File: config.mk
export PLATFORM = sky130hd
export DESIGN_NAME = signed_divider_seq
export DESIGN_NICKNAME = d
export VERILOG_FILES = /design/src/rtl/signed_divider_seq.sv
export SDC_FILE = /design/constraint.sdc
export NUM_CORES = 1
export LEC_CHECK = 0
export CAP_MARGIN = 40
export CORE_MARGIN = 2
export CORE_UTILIZATION = 28
export CTS_CLUSTER_DIAMETER = 60
export DETAILED_ROUTE_END_ITERATION = 7
export DONT_BUFFER_PORTS = 1
export SETUP_SLACK_MARGIN = 0.02
export SLEW_MARGIN = 15
export SYNTH_ARGS = -nofsm -noshare
export SYNTH_HDL_FRONTEND = slang
export SYNTH_SLANG_ARGS = --single-unit
File: constraint.sdc
create_clock -name clk -period 4.58 [get_ports clk]
set_input_delay 0.916 -clock clk [delete_from_list [all_inputs] [get_ports clk]]
set_output_delay 0.916 -clock clk [all_outputs]
set_load 0.1 [all_outputs]
File: src/rtl/signed_divider_seq.sv
// Sequential signed divider: radix-2 restoring division on operand magnitudes,
// one quotient bit per cycle, sign fix-up at the end, valid/ready on both sides.
//
// state | meaning
// IDLE  | waiting for operands, in_ready high
// CALC  | one restoring-division step per cycle, DIVIDEND_W cycles
// FIX   | apply result signs and register outputs
// DONE  | result presented, held until out_ready
module signed_divider_seq #(
    parameter int DIVIDEND_W = 16,
    parameter int DIVISOR_W  = 8
) (
    input  logic                  clk,
    input  logic                  rst_n,
    input  logic                  in_valid,
    output logic                  in_ready,
    input  logic [DIVIDEND_W-1:0] dividend,
    input  logic [DIVISOR_W-1:0]  divisor,
    output logic                  out_valid,
    input  logic                  out_ready,
    output logic [DIVIDEND_W-1:0] quotient,
    output logic [DIVISOR_W-1:0]  remainder,
    output logic                  div_by_zero,
    output logic                  overflow
);
    localparam int CNT_W = $clog2(DIVIDEND_W + 1);

    typedef enum logic [1:0] {IDLE, CALC, FIX, DONE} state_t;

    state_t                state_q, state_d;
    logic [CNT_W-1:0]      cnt_q, cnt_d;
    logic [DIVIDEND_W-1:0] dvd_q, dvd_d;
    logic [DIVISOR_W-1:0]  dvs_q, dvs_d;
    logic [DIVISOR_W:0]    prem_q, prem_d;
    logic                  qneg_q, qneg_d;
    logic                  rneg_q, rneg_d;
    logic [DIVIDEND_W-1:0] quot_q, quot_d;
    logic [DIVISOR_W-1:0]  rem_q, rem_d;
    logic                  dbz_q, dbz_d;
    logic                  ovf_q, ovf_d;

    logic                  accept;
    logic                  dvd_neg, dvs_neg;
    logic                  dvs_zero, ovf_case;
    logic [DIVIDEND_W-1:0] dvd_abs;
    logic [DIVISOR_W-1:0]  dvs_abs;
    logic [DIVISOR_W+1:0]  prem_sh;
    logic [DIVISOR_W+1:0]  trial;
    logic                  trial_ge;

    assign in_ready    = (state_q == IDLE) && rst_n;
    assign out_valid   = (state_q == DONE);
    assign quotient    = quot_q;
    assign remainder   = rem_q;
    assign div_by_zero = dbz_q;
    assign overflow    = ovf_q;

    assign accept   = in_valid && in_ready;
    assign dvd_neg  = dividend[DIVIDEND_W-1];
    assign dvs_neg  = divisor[DIVISOR_W-1];
    assign dvd_abs  = dvd_neg ? -dividend : dividend;
    assign dvs_abs  = dvs_neg ? -divisor : divisor;
    assign dvs_zero = (divisor == '0);
    assign ovf_case = (dividend == {1'b1, {(DIVIDEND_W-1){1'b0}}}) && (divisor == '1);

    // Shifted partial remainder is one bit wider than the stored one; the extra
    // MSB of the trial difference is the borrow that decides restore vs keep.
    assign prem_sh  = {prem_q, dvd_q[DIVIDEND_W-1]};
    assign trial    = prem_sh - {2'b00, dvs_q};
    assign trial_ge = ~trial[DIVISOR_W+1];

    always_ff @(posedge clk or negedge rst_n) begin
        if (!rst_n) begin
            state_q <= IDLE;
            cnt_q   <= '0;
            dvd_q   <= '0;
            dvs_q   <= '0;
            prem_q  <= '0;
            qneg_q  <= 1'b0;
            rneg_q  <= 1'b0;
            quot_q  <= '0;
            rem_q   <= '0;
            dbz_q   <= 1'b0;
            ovf_q   <= 1'b0;
        end else begin
            state_q <= state_d;
            cnt_q   <= cnt_d;
            dvd_q   <= dvd_d;
            dvs_q   <= dvs_d;
            prem_q  <= prem_d;
            qneg_q  <= qneg_d;
            rneg_q  <= rneg_d;
            quot_q  <= quot_d;
            rem_q   <= rem_d;
            dbz_q   <= dbz_d;
            ovf_q   <= ovf_d;
        end
    end

    always_comb begin
        state_d = state_q;
        cnt_d   = cnt_q;
        dvd_d   = dvd_q;
        dvs_d   = dvs_q;
        prem_d  = prem_q;
        qneg_d  = qneg_q;
        rneg_d  = rneg_q;
        quot_d  = quot_q;
        rem_d   = rem_q;
        dbz_d   = dbz_q;
        ovf_d   = ovf_q;

        case (state_q)
            IDLE: begin
                if (accept) begin
                    dvd_d  = dvd_abs;
                    dvs_d  = dvs_abs;
                    prem_d = '0;
                    cnt_d  = CNT_W'(DIVIDEND_W);
                    qneg_d = dvd_neg ^ dvs_neg;
                    rneg_d = dvd_neg;
                    dbz_d  = 1'b0;
                    ovf_d  = 1'b0;
                    if (dvs_zero) begin
                        quot_d  = '1;
                        rem_d   = '0;
                        dbz_d   = 1'b1;
                        state_d = DONE;
                    end else if (ovf_case) begin
                        quot_d  = dividend;
                        rem_d   = '0;
                        ovf_d   = 1'b1;
                        state_d = DONE;
                    end else begin
                        state_d = CALC;
                    end
                end
            end
            CALC: begin
                prem_d = trial_ge ? trial[DIVISOR_W:0] : prem_sh[DIVISOR_W:0];
                dvd_d  = {dvd_q[DIVIDEND_W-2:0], trial_ge};
                cnt_d  = cnt_q - 1'b1;
                if (cnt_q == CNT_W'(1)) begin
                    state_d = FIX;
                end
            end
            FIX: begin
                // |remainder| < |divisor|, so the low DIVISOR_W bits hold it exactly.
                quot_d  = qneg_q ? -dvd_q : dvd_q;
                rem_d   = rneg_q ? -prem_q[DIVISOR_W-1:0] : prem_q[DIVISOR_W-1:0];
                state_d = DONE;
            end
            DONE: begin
                if (out_ready) begin
                    state_d = IDLE;
                end
            end
            default: state_d = IDLE;
        endcase
    end

endmodule

== After elaboration in Yosys (flattened, before gate mapping) ==
Cells that the tools add are included.

* Multiplexer cells: 28
* Bitwise gates (word level): 2
* Equal/unequal tests: 10
* Reductions and logical operators: 11
* Add/sub/neg operators: 6

{| class="wikitable"
|+ Operator list
! kind !! count
|-
| $mux 16 || 6
|-
| $pmux 16 s2 || 2
|-
| $mux 8 || 5
|-
| $neg 16->16 || 2
|-
| $mux 9 || 2
|-
| $pmux 9 s2 || 1
|-
| $eq 16x16->1 const B || 1
|-
| $neg 8->8 || 2
|-
| $pmux 8 s2 || 1
|-
| $mux 2 || 5
|-
| $pmux 5 s2 || 1
|-
| $sub 10x8->10 || 1
|-
| $eq 8x8->1 const B || 1
|-
| $logic_not 8->1 || 1
|-
| $pmux 2 s4 || 1
|-
| $reduce_and 3->1 || 2
|-
| $eq 5x1->1 const B || 1
|-
| $mux 5 || 1
|-
| $sub 5x1->5 const B || 1
|-
| $eq 2x2->1 const B || 2
|-
| $ne 2x2->1 const B || 2
|-
| $reduce_and 2->1 || 2
|-
| $reduce_bool 2->1 || 2
|-
| $logic_and 1x1->1 || 3
|-
| other kinds (7) || 9
|}

* Flip-flop bits (word level): 68
* Output and inout bits: 28
* Bits of input ports: 28
* Logic and storage cells: 68

== Logic depth before layout (Yosys ltp) ==
* Depth after elaboration: 6
* Depth in mapped cells: 10
* Gate-level depth less buffers: 9

== Worst setup path before layout ==
OpenSTA, ideal clock, no wires.

* Path type: input-to-reg
* Start: in dividend[4]
* End: reg quot_q[2], in the netlist quotient[2]
* Setup slack: 1827 ps
* Path buffers: 2
* Data required time: 4454 ps
* Library setup time: 126 ps
* Cell stages on the path: 7
* Arrival time: 2627 ps
* Cell sequence: or3_1 -> buf_2 -> nor4_4 -> nand4_4 -> o21bai_4 -> buf_12 -> mux2_4

* Word-level cells in the longest chain between the ends: 4

{| class="wikitable"
|+ Ends and longest elaborated chain
! item !! RTL line !! RTL
|-
| from (decl) || 17 || <nowiki>input logic [DIVIDEND_W-1:0] dividend,</nowiki>
|-
| $eq 16x16->1 || 64 || <nowiki>assign ovf_case = (dividend == {1'b1, {(DIVIDEND_W-1){1'b0}}}) && (divisor == '1);</nowiki>
|-
| $logic_and 1x1->1 || 64 ||
|-
| $ne 3x3->1 (no source line) || - ||
|-
| $reduce_and 3->1 (no source line) || - ||
|-
| to (signal assigned) || 93 || <nowiki>quot_q <= quot_d;</nowiki>
|-
| to (decl) || 37 || <nowiki>logic [DIVIDEND_W-1:0] quot_q, quot_d;</nowiki>
|}

Every way passes these cells.
A chain may end at the register's enable or synchronous reset.

== Worst setup path after layout ==
* Start: reg prem_q[3]
* End: reg prem_q[1]

* Word-level cells in the longest chain between the ends: 3

{| class="wikitable"
|+ Ends and longest elaborated chain
! item !! RTL line !! RTL
|-
| from (decl) || 34 || <nowiki>logic [DIVISOR_W:0] prem_q, prem_d;</nowiki>
|-
| from (signal assigned) || 90 || <nowiki>prem_q <= prem_d;</nowiki>
|-
| $sub 10x8->10 || 69 || <nowiki>assign trial = prem_sh - {2'b00, dvs_q};</nowiki>
|-
| $mux 9 || 140 || <nowiki>prem_d = trial_ge ? trial[DIVISOR_W:0] : prem_sh[DIVISOR_W:0];</nowiki>
|-
| $pmux 9 s2 || 113 || <nowiki>case (state_q)</nowiki>
|}

Every way passes these cells.

==> out/qor_table.md <==
| Result | Reported |
|:---|:---|
| Inserted Diodes | 0 |
| Post-placement cell count | 746 |
| Warning count from the yosys run | 0 |
| Total count of hold-check failures in the final report | 0 |
| Highest cell delay on the worst timing path | 530 ps |
| FILL cells | 1584 |
| Flip-flop and latch count after synthesis | 68 |
| Fraction of the mapped netlist area in compound gates | 20.8% |
| Crit path setup slack, layout | 1780 ps |
| Number of top-level pins | 56 |
| Outcome | finished, final reports clean |
| Max Clock Freq | 358 MHz |
| Type of the most critical hold path | primary input to async pin |
| Max stage delay cell, worst path | sky130_fd_sc_hd__or3_1 |
| Buffer levels on the longest clock path | 2 |
| Cell variety after synth | 58 |
| Effective utilization at floorplan | 28.4% |
| Core footprint | 0.0164 mm^2 |
| Number of antenna violations at the first check in global routing | 0 |
| First-iteration detailed-routing DRC count | 349 |
| Number of buffer cells added on primary ports | 0 |
| Setup repair after global routing missed its margin | false |
| Portion of netlist area occupied by mux cells | 7.34% |
| Count of flip-flops with a built-in enable after synthesis | 0 |
| Worst IR drop on VDD | 404 uV |
| Post-CTS sizing | 0 |
| DRC violations left | 0 |
| Family with the most delay on the worst path | compound AO/OA/AOI/OAI gates |
| Count of mapped cells out of synthesis | 507 |
| Mapped Nets | 556 |
| Post-detail-place hpwl | 9.14 mm |
| Transition time at the pin with the least slew margin | 901 ps |
| Post-CTS setup buffers | 0 |
| Period Utilization, post-route | 61.1% |
| Main synth FF type | sky130_fd_sc_hd__dfrtp_1 |
| Cts bufs inserted | 9 |
| Critical path cell sequence | ha_1 -> a21o_1 -> a211o_1 -> o2111a_1 -> or3_1 -> a311o_1 |
| Total Die Area | 0.0177 mm^2 |
| Leading cell types in the layout, fill and taps excluded | sky130_fd_sc_hd__dfrtp_1, sky130_fd_sc_hd__nand2_1, sky130_fd_sc_hd__o21ai_0 |
| Dominant combinational cell family by area after synthesis | compound AO/OA/AOI/OAI gates |
| Launching element type of the critical path | flip-flop |
| Mean instance size in the synthesized netlist | 9.18 um^2 |
| Vias | 3977 |
| Routed length per placed instance | 16.2 um |
| CTS tree | yes |
| Simple-gate portion of the synthesized area | 16.4% |
| Average via count per standard cell | 5.16 |
| Total of max-cap violations | 0 |
| Req. time, crit path | 4800 ps |
| H-tree depth reported by CTS | 3 |
| Synth-to-Final Area Change | 28.6% |
| Post-synth design cell area | 0.00465 mm^2 |
| Number of search-and-repair iterations in the first detailed-routing pass | 5 |
| Category of the most critical setup path | flip-flop to flip-flop |
| Area share of xor/xnor cells in the synthesized design | 7.15% |
| Max Fanout on Critical Path | 11 |
| Most common cell after layout, fill and taps aside | sky130_fd_sc_hd__dfrtp_1 |
| Share of flip-flops with an asynchronous set or reset after synthesis | 100% |
| Number of global-route vias before repair | 3909 |
| Static Leakage | 0.00253 uW |
| Final setup viols | 0 |
| Count of standard-cell rows | 47 |
| Clock input transition at the sequential cells of the worst setup and hold paths | 60 ps |
| Post-layout nets | 595 |
| Routed Antenna Nets | 0 |
| Adder and majority cell fraction of the synthesized area | 5.81% |
| Gr usage total | 14.1% |
| Insertion delay to the later sink of the worst-skew pair | 340 ps |
| Wire length after detailed routing | 12.5 mm |
| Remaining global-route overflow | 0 |
| CTS Hold Buffers Added | 0 |
| Clock skew | 9.22 ps |
| Total Neg Setup Slack | 0 ps |
| Final count of pins violating max slew | 0 |
| Power per standard cell area | 880 mW/mm^2 |
| Fraction of the yosys area taken by sequential cells | 36.6% |
| Fraction of layout instances using a drive strength above 1 | 13.6% |
| Width of the chip | 133 um |
| Final period demand of the worst path | 2800 ps |
| Placer's final routability congestion estimate | 0.816 |
| Relative slew slack | 39.9% |
| Kind of end point of the critical path | flip-flop |
| CP Data Arrival Time | 3020 ps |
| Number of clock sinks | 68 |
| First-pass GRT wire length | 20.0 mm |
| Number of buffers and inverters on the critical path | 0 |
| Die Y-Extent | 133 um |
| Maximum number of pins on one net before global-route repair | 71 |
| Clock root cell | sky130_fd_sc_hd__clkbuf_16 |
| Non-Filler Instances | 771 |
| Placement Setup Slack | 1280 ps |
==> cell usage after synthesis (7+ instances only) <==
library cell / number / share of area, %
sky130_fd_sc_hd__a21oi_1: 18 / 1.9
sky130_fd_sc_hd__mux2_4: 7 / 2.3
sky130_fd_sc_hd__a2bb2oi_1: 12 / 2.3
sky130_fd_sc_hd__o211ai_1: 8 / 1.3
sky130_fd_sc_hd__mux2i_1: 18 / 3.9
sky130_fd_sc_hd__inv_1: 36 / 2.9
sky130_fd_sc_hd__nand2_1: 59 / 4.8
sky130_fd_sc_hd__or3_1: 16 / 2.2
sky130_fd_sc_hd__nor2_1: 22 / 1.8
sky130_fd_sc_hd__o31ai_1: 11 / 1.8
sky130_fd_sc_hd__clkbuf_1: 22 / 1.8
sky130_fd_sc_hd__o21ai_0: 45 / 4.8
sky130_fd_sc_hd__o41ai_1: 9 / 1.7
sky130_fd_sc_hd__xnor2_1: 21 / 4.0
sky130_fd_sc_hd__dfrtp_1: 68 / 37
sky130_fd_sc_hd__or4_1: 9 / 1.5
sky130_fd_sc_hd__xor2_1: 17 / 3.2
sky130_fd_sc_hd__ha_1: 20 / 5.4
==> power by group <==
part	leakage, uW	switching, uW	internal, uW	total [uW]
Clock	0.000159	266	491	757
Combinational	0.00153	1860	1380	3240
Sequential	0.000837	407	868	1270
Total	0.00253	2530	2740	5270
==> cell type report <==
class                   count  area (um^2)  share of cell area, %
clock buffers              10          239                   3.99
clock inverters             6         86.3                   1.44
inverters                  36          135                   2.26
multi-input cells         374         2670                   44.7
flip-flops and latches     68         1700                   28.4
well taps                 220          275                   4.60
repair buffers             57          875                   14.6
==> through the flow <==
stage / instance area, um^2 / hold slack [ps] / util [%] / power [uW]
2_1_floorplan: 4650 / 450 / - / 3380
3_3_place_gp: 4820 / 465 / 29.4 / 3730
3_5_place_dp: 5540 / 475 / 33.8 / 4380
4_1_cts: 5870 / 260 / 35.8 / 5160
5_1_grt: 5990 / 258 / 36.5 / 5590
6_report: 5990 / 277 / 36.5 / 5270
==> flip-flops by register name (all words and copies together), names as in the netlist <==
signal / flops
dvs_q: 8
prem_q: 9
state_q: 2
rneg_q: 1
quotient: 16
cnt_q: 5
dvd_q: 16
qneg_q: 1
remainder: 8
div_by_zero: 1
overflow: 1
==> final timing paths <==
| check | to | depth (start not counted) | slack (ps) | startpoint |
|---|---|---|---|---|
| max | prem_q[1] | 6 | 1780 | prem_q[3] |
| min | cnt_q[3] | 0 | 280 | rst_n |
| max reg2reg | prem_q[1] | 6 | 1780 | prem_q[3] |
| min reg2reg | dvs_q[3] | 2 | 480 | dvs_q[3] |
| max in group asynchronous | dvs_q[1] | 0 | 4170 | rst_n |
| min in group clk | dvs_q[3] | 2 | 480 | dvs_q[3] |
==> metal layers <==
layer	routed length [um]	part of all wire [%]	track usage [%]	up-vias
met4	146	1.2	4.00	0
met3	815	6.5	4.25	12
li1	-	-	-	1913
met1	5900	47	19.1	1928
met5	0	0	0	-
met2	5620	45	21.9	124
==> kinds of logic (layout without fill, tap and decap cells) <==
kind of cell | after synthesis | count (layout)
XOR/XNOR | 38 | 38
buffers and inverters | 65 | 109
flip-flops | 68 | 68
AO/OA/AOI/OAI | 137 | 137
AND/OR/NAND/NOR | 148 | 148
multiplexers | 30 | 30
adder cells (fa/ha/maj) | 21 | 21
(Power assumes the default switching activity.)
